===== src/rtl/aes_key_schedule_serial.sv =====
// Byte-serial AES-128 key expansion: streams 11 round keys, one byte per advance.
// Optional AES_KS_KEY_RETAIN_EN keeps a master key copy for reuse after done.
module bSbox (
  input  logic [7:0] a,
  input  logic       encrypt,
  output logic [7:0] q
);

  function automatic logic [7:0] gf_mul(input logic [7:0] x, input logic [7:0] y);
    logic [7:0] p;
    logic [7:0] s;
    p = 8'h00;
    s = x;
    for (int k = 0; k < 8; k++) begin
      if (y[k]) p = p ^ s;
      s = {s[6:0], 1'b0} ^ (s[7] ? 8'h1b : 8'h00);
    end
    return p;
  endfunction

  // x^254 is the multiplicative inverse in GF(2^8), with 0 mapping to 0
  function automatic logic [7:0] gf_inv(input logic [7:0] x);
    logic [7:0] x2, x3, x6, x12, x15, x30, x60, x120, x240, x252;
    x2   = gf_mul(x, x);
    x3   = gf_mul(x2, x);
    x6   = gf_mul(x3, x3);
    x12  = gf_mul(x6, x6);
    x15  = gf_mul(x12, x3);
    x30  = gf_mul(x15, x15);
    x60  = gf_mul(x30, x30);
    x120 = gf_mul(x60, x60);
    x240 = gf_mul(x120, x120);
    x252 = gf_mul(x240, x12);
    return gf_mul(x252, x2);
  endfunction

  function automatic logic [7:0] rotl(input logic [7:0] x, input int n);
    logic [7:0] r;
    r = x;
    for (int k = 0; k < n; k++) r = {r[6:0], r[7]};
    return r;
  endfunction

  logic [7:0] fwd;
  logic [7:0] inv;
  logic [7:0] pre;
  logic [7:0] post;

  always_comb begin
    post = gf_inv(a);
    fwd  = post ^ rotl(post, 1) ^ rotl(post, 2) ^ rotl(post, 3) ^ rotl(post, 4) ^ 8'h63;
    pre  = rotl(a, 1) ^ rotl(a, 3) ^ rotl(a, 6) ^ 8'h05;
    inv  = gf_inv(pre);
    q    = encrypt ? fwd : inv;
  end

endmodule

module aes_key_schedule_serial #(
  parameter int KEY_DELAY = 1
) (
  input  logic       clk,
  input  logic       rst,
  input  logic [7:0] key_in,
  input  logic       key_load,
  input  logic       start,
  input  logic       advance,
  output logic [7:0] round_key_delayed,
  output logic [7:0] round_key_last,
  output logic [3:0] round_cnt,
  output logic [3:0] byte_cnt,
  output logic       key_ready,
  output logic       busy,
  output logic       done
);

  typedef enum logic [1:0] {
    IDLE,
    LOAD,
    READY,
    RUN
  } state_t;

  state_t state;

  logic [15:0][7:0] kreg;
`ifdef AES_KS_KEY_RETAIN_EN
  logic [15:0][7:0] mreg;
`endif
  logic [7:0] rcon;
  logic [7:0] sb_in;
  logic [7:0] sb_out;
  logic [7:0] nbyte;
  logic [KEY_DELAY-1:0][7:0] dline;
  logic       emit;
  logic       last_byte;

  assign emit      = (state == RUN) && advance;
  assign last_byte = (round_cnt == 4'd10) && (byte_cnt == 4'd15);
  assign sb_in     = (byte_cnt == 4'd3) ? kreg[9] : kreg[13];

  bSbox u_sbox (
    .a      (sb_in),
    .encrypt(1'b1),
    .q      (sb_out)
  );

  // bytes 0..3 of a round take the rotated, substituted last word
  always_comb begin
    nbyte = kreg[0] ^ kreg[12];
    unique case (1'b1)
      byte_cnt == 4'd0: nbyte = kreg[0] ^ sb_out ^ rcon;
      byte_cnt == 4'd1,
      byte_cnt == 4'd2,
      byte_cnt == 4'd3: nbyte = kreg[0] ^ sb_out;
      default: ;
    endcase
  end

  always_ff @(posedge clk or negedge rst) begin
    if (!rst) begin
      state     <= IDLE;
      kreg      <= '0;
`ifdef AES_KS_KEY_RETAIN_EN
      mreg      <= '0;
`endif
      rcon      <= 8'h00;
      round_cnt <= 4'd0;
      byte_cnt  <= 4'd0;
      key_ready <= 1'b0;
      busy      <= 1'b0;
      done      <= 1'b0;
    end else begin
      done <= 1'b0;
      unique case (state)
        IDLE, READY: begin
          if (key_load) begin
            kreg      <= {key_in, kreg[15:1]};
`ifdef AES_KS_KEY_RETAIN_EN
            mreg      <= {key_in, mreg[15:1]};
`endif
            byte_cnt  <= 4'd1;
            key_ready <= 1'b0;
            state     <= LOAD;
          end else if (state == READY && start) begin
            round_cnt <= 4'd0;
            byte_cnt  <= 4'd0;
            rcon      <= 8'h01;
            key_ready <= 1'b0;
            busy      <= 1'b1;
            state     <= RUN;
          end
        end
        LOAD: begin
          if (key_load) begin
            kreg     <= {key_in, kreg[15:1]};
`ifdef AES_KS_KEY_RETAIN_EN
            mreg     <= {key_in, mreg[15:1]};
`endif
            byte_cnt <= byte_cnt + 4'd1;
            if (byte_cnt == 4'd15) begin
              key_ready <= 1'b1;
              state     <= READY;
            end
          end
        end
        RUN: begin
          if (advance) begin
            kreg <= {nbyte, kreg[15:1]};
            if (last_byte) begin
              round_cnt <= 4'd0;
              byte_cnt  <= 4'd0;
              busy      <= 1'b0;
              done      <= 1'b1;
`ifdef AES_KS_KEY_RETAIN_EN
              kreg      <= mreg;
              key_ready <= 1'b1;
              state     <= READY;
`else
              state     <= IDLE;
`endif
            end else if (byte_cnt == 4'd15) begin
              byte_cnt  <= 4'd0;
              round_cnt <= round_cnt + 4'd1;
              rcon      <= {rcon[6:0], 1'b0} ^ (rcon[7] ? 8'h1b : 8'h00);
            end else begin
              byte_cnt <= byte_cnt + 4'd1;
            end
          end
        end
        default: state <= IDLE;
      endcase
    end
  end

  // stalls push zeros through so the consumer sees gaps in place
  always_ff @(posedge clk or negedge rst) begin
    if (!rst) begin
      dline          <= '0;
      round_key_last <= 8'h00;
    end else begin
      dline[0]       <= (emit && round_cnt != 4'd10) ? kreg[0] : 8'h00;
      for (int k = 1; k < KEY_DELAY; k++) dline[k] <= dline[k-1];
      round_key_last <= (emit && round_cnt == 4'd10) ? kreg[0] : 8'h00;
    end
  end

  assign round_key_delayed = dline[KEY_DELAY-1];

endmodule


===== config.mk =====
export PLATFORM = sky130hd
export DESIGN_NAME = aes_key_schedule_serial
export DESIGN_NICKNAME = d
export VERILOG_FILES = /design/src/rtl/aes_key_schedule_serial.sv
export SDC_FILE = /design/constraint.sdc
export NUM_CORES = 1
export LEC_CHECK = 0
export BUFFER_PORTS_ARGS = -buffer_cell sky130_fd_sc_hd__buf_2
export CORE_MARGIN = 1
export CORE_UTILIZATION = 50
export CTS_BUF_LIST = sky130_fd_sc_hd__clkbuf_16
export DETAILED_ROUTE_END_ITERATION = 16
export PLACE_DENSITY = 0.66
export SLEW_MARGIN = 5
export SYNTH_ARGS = -nofsm -noshare
export SYNTH_HDL_FRONTEND = slang
export SYNTH_SLANG_ARGS = --single-unit

===== constraint.sdc =====
create_clock -name clk -period 23.2 [get_ports clk]
set_input_delay 3.48 -clock clk [delete_from_list [all_inputs] [get_ports clk]]
set_output_delay 3.48 -clock clk [all_outputs]
set_load 0.1 [all_outputs]

# After elaboration in Yosys (flattened, before gate mapping)
# Index checks and enable logic that the tools add are counted.
# op_classes
addsub	2
n_eq_ne	20
muxes	211
bitwise_logic	163
n_reduce_logical	19
# op_table
cell	n
bitwise XOR 8 bit	161
two-way mux 8 bit	96
two-way mux 5 bit	78
two-way mux 128 bit	2
case mux 128 bit (2 select lines)	1
two-way mux 4 bit	10
case mux 8 bit (2 select lines)	2
AND reduction 5 bit	3
inequality test 2 bit, second input constant	7
two-way mux 2 bit	6
case mux 4 bit (3 select lines)	1
two-way mux 1 bit	11
adder 4 x 1 -> 4 bit, second input constant	2
equality test 4 x 2 -> 1 bit, second input constant	2
equality test 4 bit, second input constant	2
case mux 4 bit (2 select lines)	1
bitwise XOR 8 x 5 -> 8 bit	1
case mux 2 bit (3 select lines)	1
AND reduction 6 bit	1
OR reduction 3 bit	2
logical AND 1 bit	5
equality test 2 bit, second input constant	2
equality test 4 x 1 -> 1 bit, second input constant	1
zero test 4 bit	1
other kinds (13)	16
# totals
reg_bits	165
in_bits	13
output_inout_bits	27
word_cells	440

# Depth between registers and ports, before layout
# logic_depth
depth_word	188
ltp_mapped	84
mapped_depth_nobuf	74

# Hierarchy
# A second synthesis with hierarchy kept.
# hier_totals
cells_unflattened	3735
hier_area_um2	30465.5
# modules_own_cells
module	instances	cells_each	area_each_um2	seq_area_each_um2
bSbox	1	2965	23364.9	0.0
aes_key_schedule_serial	1	770	7100.6	4129.0

# Least setup slack after synthesis
# OpenSTA, ideal clock, no wires.
# synth_timing
path_type	reg2reg
from	reg byte_cnt[0]
to	reg kreg[124] in the netlist's numbering
setup_time_ps	128
arrival_time_ps	20395
required_time_ps	23072
path_slack_ps	2677
stages_incl_launch_ff	78
path_buffers	10
synth_period_minus_slack_ps	20523
path_cell_list	dfrtp_1 > ha_1 > or3b_1 > buf_2 > buf_6 > mux2i_2 > inv_2 > ha_1 > buf_2 > xnor3_1 > nand2_1 > xor2_1 > mux2_2 > xnor3_1 > xor2_1 > nor2_1 > xnor2_1 > xnor2_2 > [... 42 more ...] > xnor2_2 > xnor3_1 > xor3_2 > nand2b_1 > xnor3_1 > xor2_2 > xor2_2 > xnor3_1 > xnor3_1 > nor2_1 > xnor3_1 > xnor2_1 > xnor3_1 > xnor3_2 > xnor2_4 > xnor3_1 > a221oi_1 > nor3_1
# synth_between
elab_chain_cells	180
elab_cells_between_ends	334
classes_between	3 x eq/ne; 169 x mux; 160 x bitwise; 2 x reduce/logical
# synth_rtl
item	line_no	source
start, declared	71	output logic [3:0] byte_cnt,
start signal, assigned	160	byte_cnt <= byte_cnt + 4'd1;
start signal, assigned	187	byte_cnt <= byte_cnt + 4'd1;
equality test 4 x 2 -> 1 bit	100, 115	
two-way mux 8 bit	100	assign sb_in = (byte_cnt == 4'd3) ? kreg[9] : kreg[13];
two-way mux 5 bit, or another cell as far along	16	s = {s[6:0], 1'b0} ^ (s[7] ? 8'h1b : 8'h00);
bitwise XOR 8 bit (on tied branches)	16, 15	
bitwise XOR 8 bit / two-way mux 8 bit (equally long branches)	15	if (y[k]) p = p ^ s;
two-way mux 8 bit / bitwise XOR 8 bit (equally long branches)	15	
bitwise XOR 8 bit / two-way mux 8 bit (equally long branches)	15	
two-way mux 8 bit / bitwise XOR 8 bit (equally long branches)	15	
[... 161 more ...]	--	
bitwise XOR 8 bit	15	
two-way mux 8 bit	15	
bitwise XOR 8 bit (4 in a row)	51	fwd = post ^ rotl(post, 1) ^ rotl(post, 2) ^ rotl(post, 3) ^ rotl(post, 4) ^ 8'h63;
bitwise XOR 8 bit	112, 115	
bitwise XOR 8 bit	112	byte_cnt == 4'd0: nbyte = kreg[0] ^ sb_out ^ rcon;
case mux 8 bit (2 select lines) (*)	111	unique case (1'b1)
two-way mux 128 bit (*)	168	if (advance) begin
case mux 128 bit (2 select lines) (*)	135	unique case (state)
end signal, assigned	138	kreg <= {key_in, kreg[15:1]};
end signal, assigned	156	kreg <= {key_in, kreg[15:1]};
end signal, assigned	169	kreg <= {nbyte, kreg[15:1]};
end, declared	86	logic [15:0][7:0] kreg;
# Every way passes the cells marked *; elsewhere a longest branch is shown, timed or not. The select of a mux whose other input is x is not followed.
# A chain may end at the register's enable or synchronous reset.

# Worst setup path after layout
# Same ends and word-level chain as after synthesis.

==> flow_metrics.tcl <==
set metrics [dict create \
    status "finished clean" \
    place_hpwl_um 39300 \
    slew-limit-headroom 0.187 \
    synth_nets 2527 \
    multi_input_comb_area_um2 15800 \
    whs_endpoint "kreg[83]" \
    worst-endpoint-arrival_ns 22.05 \
    post_synth_most_frequent_cells "sky130_fd_sc_hd__nand2_1, sky130_fd_sc_hd__xnor2_1, sky130_fd_sc_hd__nor2_1, sky130_fd_sc_hd__dfrtp_1, sky130_fd_sc_hd__xor2_1" \
    core_area_um2 40900 \
    floorplan.initialDensity 0.508 \
    yosys.area.top_type_share 0.199 \
    buffer_ports.inserted 39 \
    hp-start "kreg[83]" \
    synthDominantAreaCellType "sky130_fd_sc_hd__dfrtp_1" \
    via_per_inst 5.88 \
    finalClockSkew_ns 0.00996 \
    cts.root.buffer_cell "sky130_fd_sc_hd__clkbuf_16" \
    critical-path-top-cell-by-count "sky130_fd_sc_hd__xnor3_1" \
    rsz0062_at_grt "no" \
    antenna-diode-count 0 \
    reg2reg_from "byte_cnt[0]" \
    synth_cell_types 109 \
    die_w_um 206 \
    postSynth.asyncResetShare 1.00 \
    rrSetupSlack_ns 1.46 \
    clock_sink_count 165 \
    worstPathMaxFanout 48 \
    final-seq-area_um2 4130 \
    clk-insertion-delay-late_ns 0.43 \
    drt_first_pass_iters 6 \
    synth_sequential_area_ratio 0.199 \
    die-area_um2 42400 \
    crit_path_class "flop to flop" \
    worst_ep_required_time_ns 23.51 \
    htree_num_levels 4 \
    timing_hold_violations_final 0 \
    yosys_warning_count 0 \
    startpoint_type "flop" \
    post-route-period-util 0.937 \
    slowest_delay_ns 0.78 \
    holdBufCountCts 0 \
    globalRoute.totalOverflow 0 \
    holdCritPathClass "flop to flop" \
    timing_max_transition_violations_final 0 \
    gr-usage-all-layers 0.260 \
    routed_wirelength_um 54900 \
    cpMaxStageDelayCell "sky130_fd_sc_hd__xnor2_1" \
    synth_most_common_cell "sky130_fd_sc_hd__nand2_1" \
    tightest_slew_ns 1.19 \
    die_h_um 206 \
    first_pass_grt_wire_length_um 88700 \
    timing.critical_path.to_type "flop" \
    setup_violations 0 \
    clk_transition_reported_paths_ns 0.07 \
    tritoncts "done" \
    synth.avg_cell_area_um2 8.31 \
    reg2reg_depth 69 \
    min_period_ns 21.74 \
    num_vias 17700 \
    final_nets 2488 \
    layout.filler_cells 3780 \
    timing.fmax_mhz 46.0 \
    synth-main-ff-cell "sky130_fd_sc_hd__dfrtp_1" \
    floorplan.io_pins 40 \
    antenna_found_initial 0 \
    synth.cell_area_um2 20800 \
    reg2reg_to "kreg[124]" \
    final_layout_size_suffix_gt1_frac 0.117 \
    grt_max_degree 104 \
    first_global_vias 16600 \
    flow.area_growth_from_synthesis_pct 6.21 \
    routed_length_per_instance_um 18.3 \
    detailedRoute.firstIterationViolations 1310 \
    postSynthCellCount 2501 \
    number_of_enable_flip_flop_cells_after_synthesis 0 \
    row_count 74 \
    route.detailed.drc 0 \
    setup_tns_ns 0 \
    detail-route-antenna-nets 0 \
    synth.ff_latch_count 165 \
    weighted_congestion_reported_at_the_end_of_routability_driven_placement 0.915 \
    hold-path-cell-count 2 \
    cts-root-to-sink-buffers 2 \
    cts-buffers-inserted 17 \
    synth_top_cells_by_area "sky130_fd_sc_hd__dfrtp_1, sky130_fd_sc_hd__xnor2_1, sky130_fd_sc_hd__xnor3_1" \
    timing.max_cap.violations 0 \
]
registers in the layout (all words and copies together) (netlist names):
name and count:
kreg 128, state 2, round_key_delayed 8, done 1
key_ready 1, round_key_last 8, rcon 8, byte_cnt 4
busy 1, round_cnt 4
worst max-delay path by stage:
stage,start,to,slack [ns],cells past startpoint
after global placement,byte_cnt[0],kreg[126],1.55,69
after floorplan,byte_cnt[0],kreg[124],2.68,77
after CTS,byte_cnt[0],kreg[124],0.84,71
after detailed placement,byte_cnt[0],kreg[124],0.93,71
final,byte_cnt[0],kreg[124],1.46,69
after global routing,byte_cnt[0],kreg[124],0.12,70
per-layer routing:
metal  up-vias  GRT usage  routed length (um)
li1       8455          -                   -
met1      8539      0.352               24200
met2       595      0.437               26400
met3       107     0.0270                2900
met4         0     0.0785                1380
met5         -          0                   0
cells by family (layout without fill, tap and decap cells):
group	after synthesis	after routing	share of synthesized area
AND/OR/NAND/NOR	1063	1063	0.225
adder cells (fa/ha/maj)	13	13	0.00782
multiplexers	90	90	0.0461
XOR/XNOR	562	562	0.339
buffers and inverters	206	180	0.0466
flip-flops	165	165	0.199
AO/OA/AOI/OAI	402	402	0.138
cells in the final DEF, fill, tap and decap left out, types with 64 or more instances in the layout:
cell type / Yosys / final
sky130_fd_sc_hd__a21oi_1: 65 / 64
sky130_fd_sc_hd__nand3_1: 68 / 68
sky130_fd_sc_hd__xnor3_1: 98 / 97
sky130_fd_sc_hd__nand2_1: 537 / 536
sky130_fd_sc_hd__xnor2_1: 296 / 292
sky130_fd_sc_hd__xor2_1: 105 / 102
sky130_fd_sc_hd__dfrtp_1: 165 / 165
sky130_fd_sc_hd__o21ai_0: 88 / 88
sky130_fd_sc_hd__nor2_1: 226 / 226
sky130_fd_sc_hd__buf_4: 12 / 69
worst max-delay path, delay by kind of cell, from the launching register on:
kind / cells / cell delay (ns)
XOR/XNOR: 32 / 11.59
adder cells (fa/ha/maj): 6 / 2.58
buffers and inverters: 9 / 2.02
AO/OA/AOI/OAI: 7 / 1.86
AND/OR/NAND/NOR: 12 / 1.84
multiplexers: 3 / 1.23
flip-flops: 1 / 0.45
area by class of cell:
cell class	count	share of cell area
inverter	40	0.00680
clock buffer	17	0.0193
multi-input combinational	2130	0.716
timing repair buffer	108	0.0326
tap	532	0.0301
sequential	165	0.187
clock inverter	15	0.00776
repair_timing:
action | in CTS | in global routing
endpoints found under the setup margin | 0 | 8
setup buffers | 0 | 4
gates resized for setup | 0 | 13
per-stage QoR:
step	instances	area, um^2	setup slack, ns	hold WS [ns]	utilization
after floorplan	2501	20800	2.68	0.439	-
after global placement	2971	21400	1.55	0.449	0.522
after detailed placement	2971	21400	0.930	0.455	0.522
after CTS	3003	22000	0.841	0.470	0.537
after global routing	3007	22100	0.117	0.491	0.540
final	3007	22100	1.46	0.468	0.540
Power is left out: the tool's default activity adds up to more than one toggle a clock period on the data nets, which glitch-free logic cannot reach.
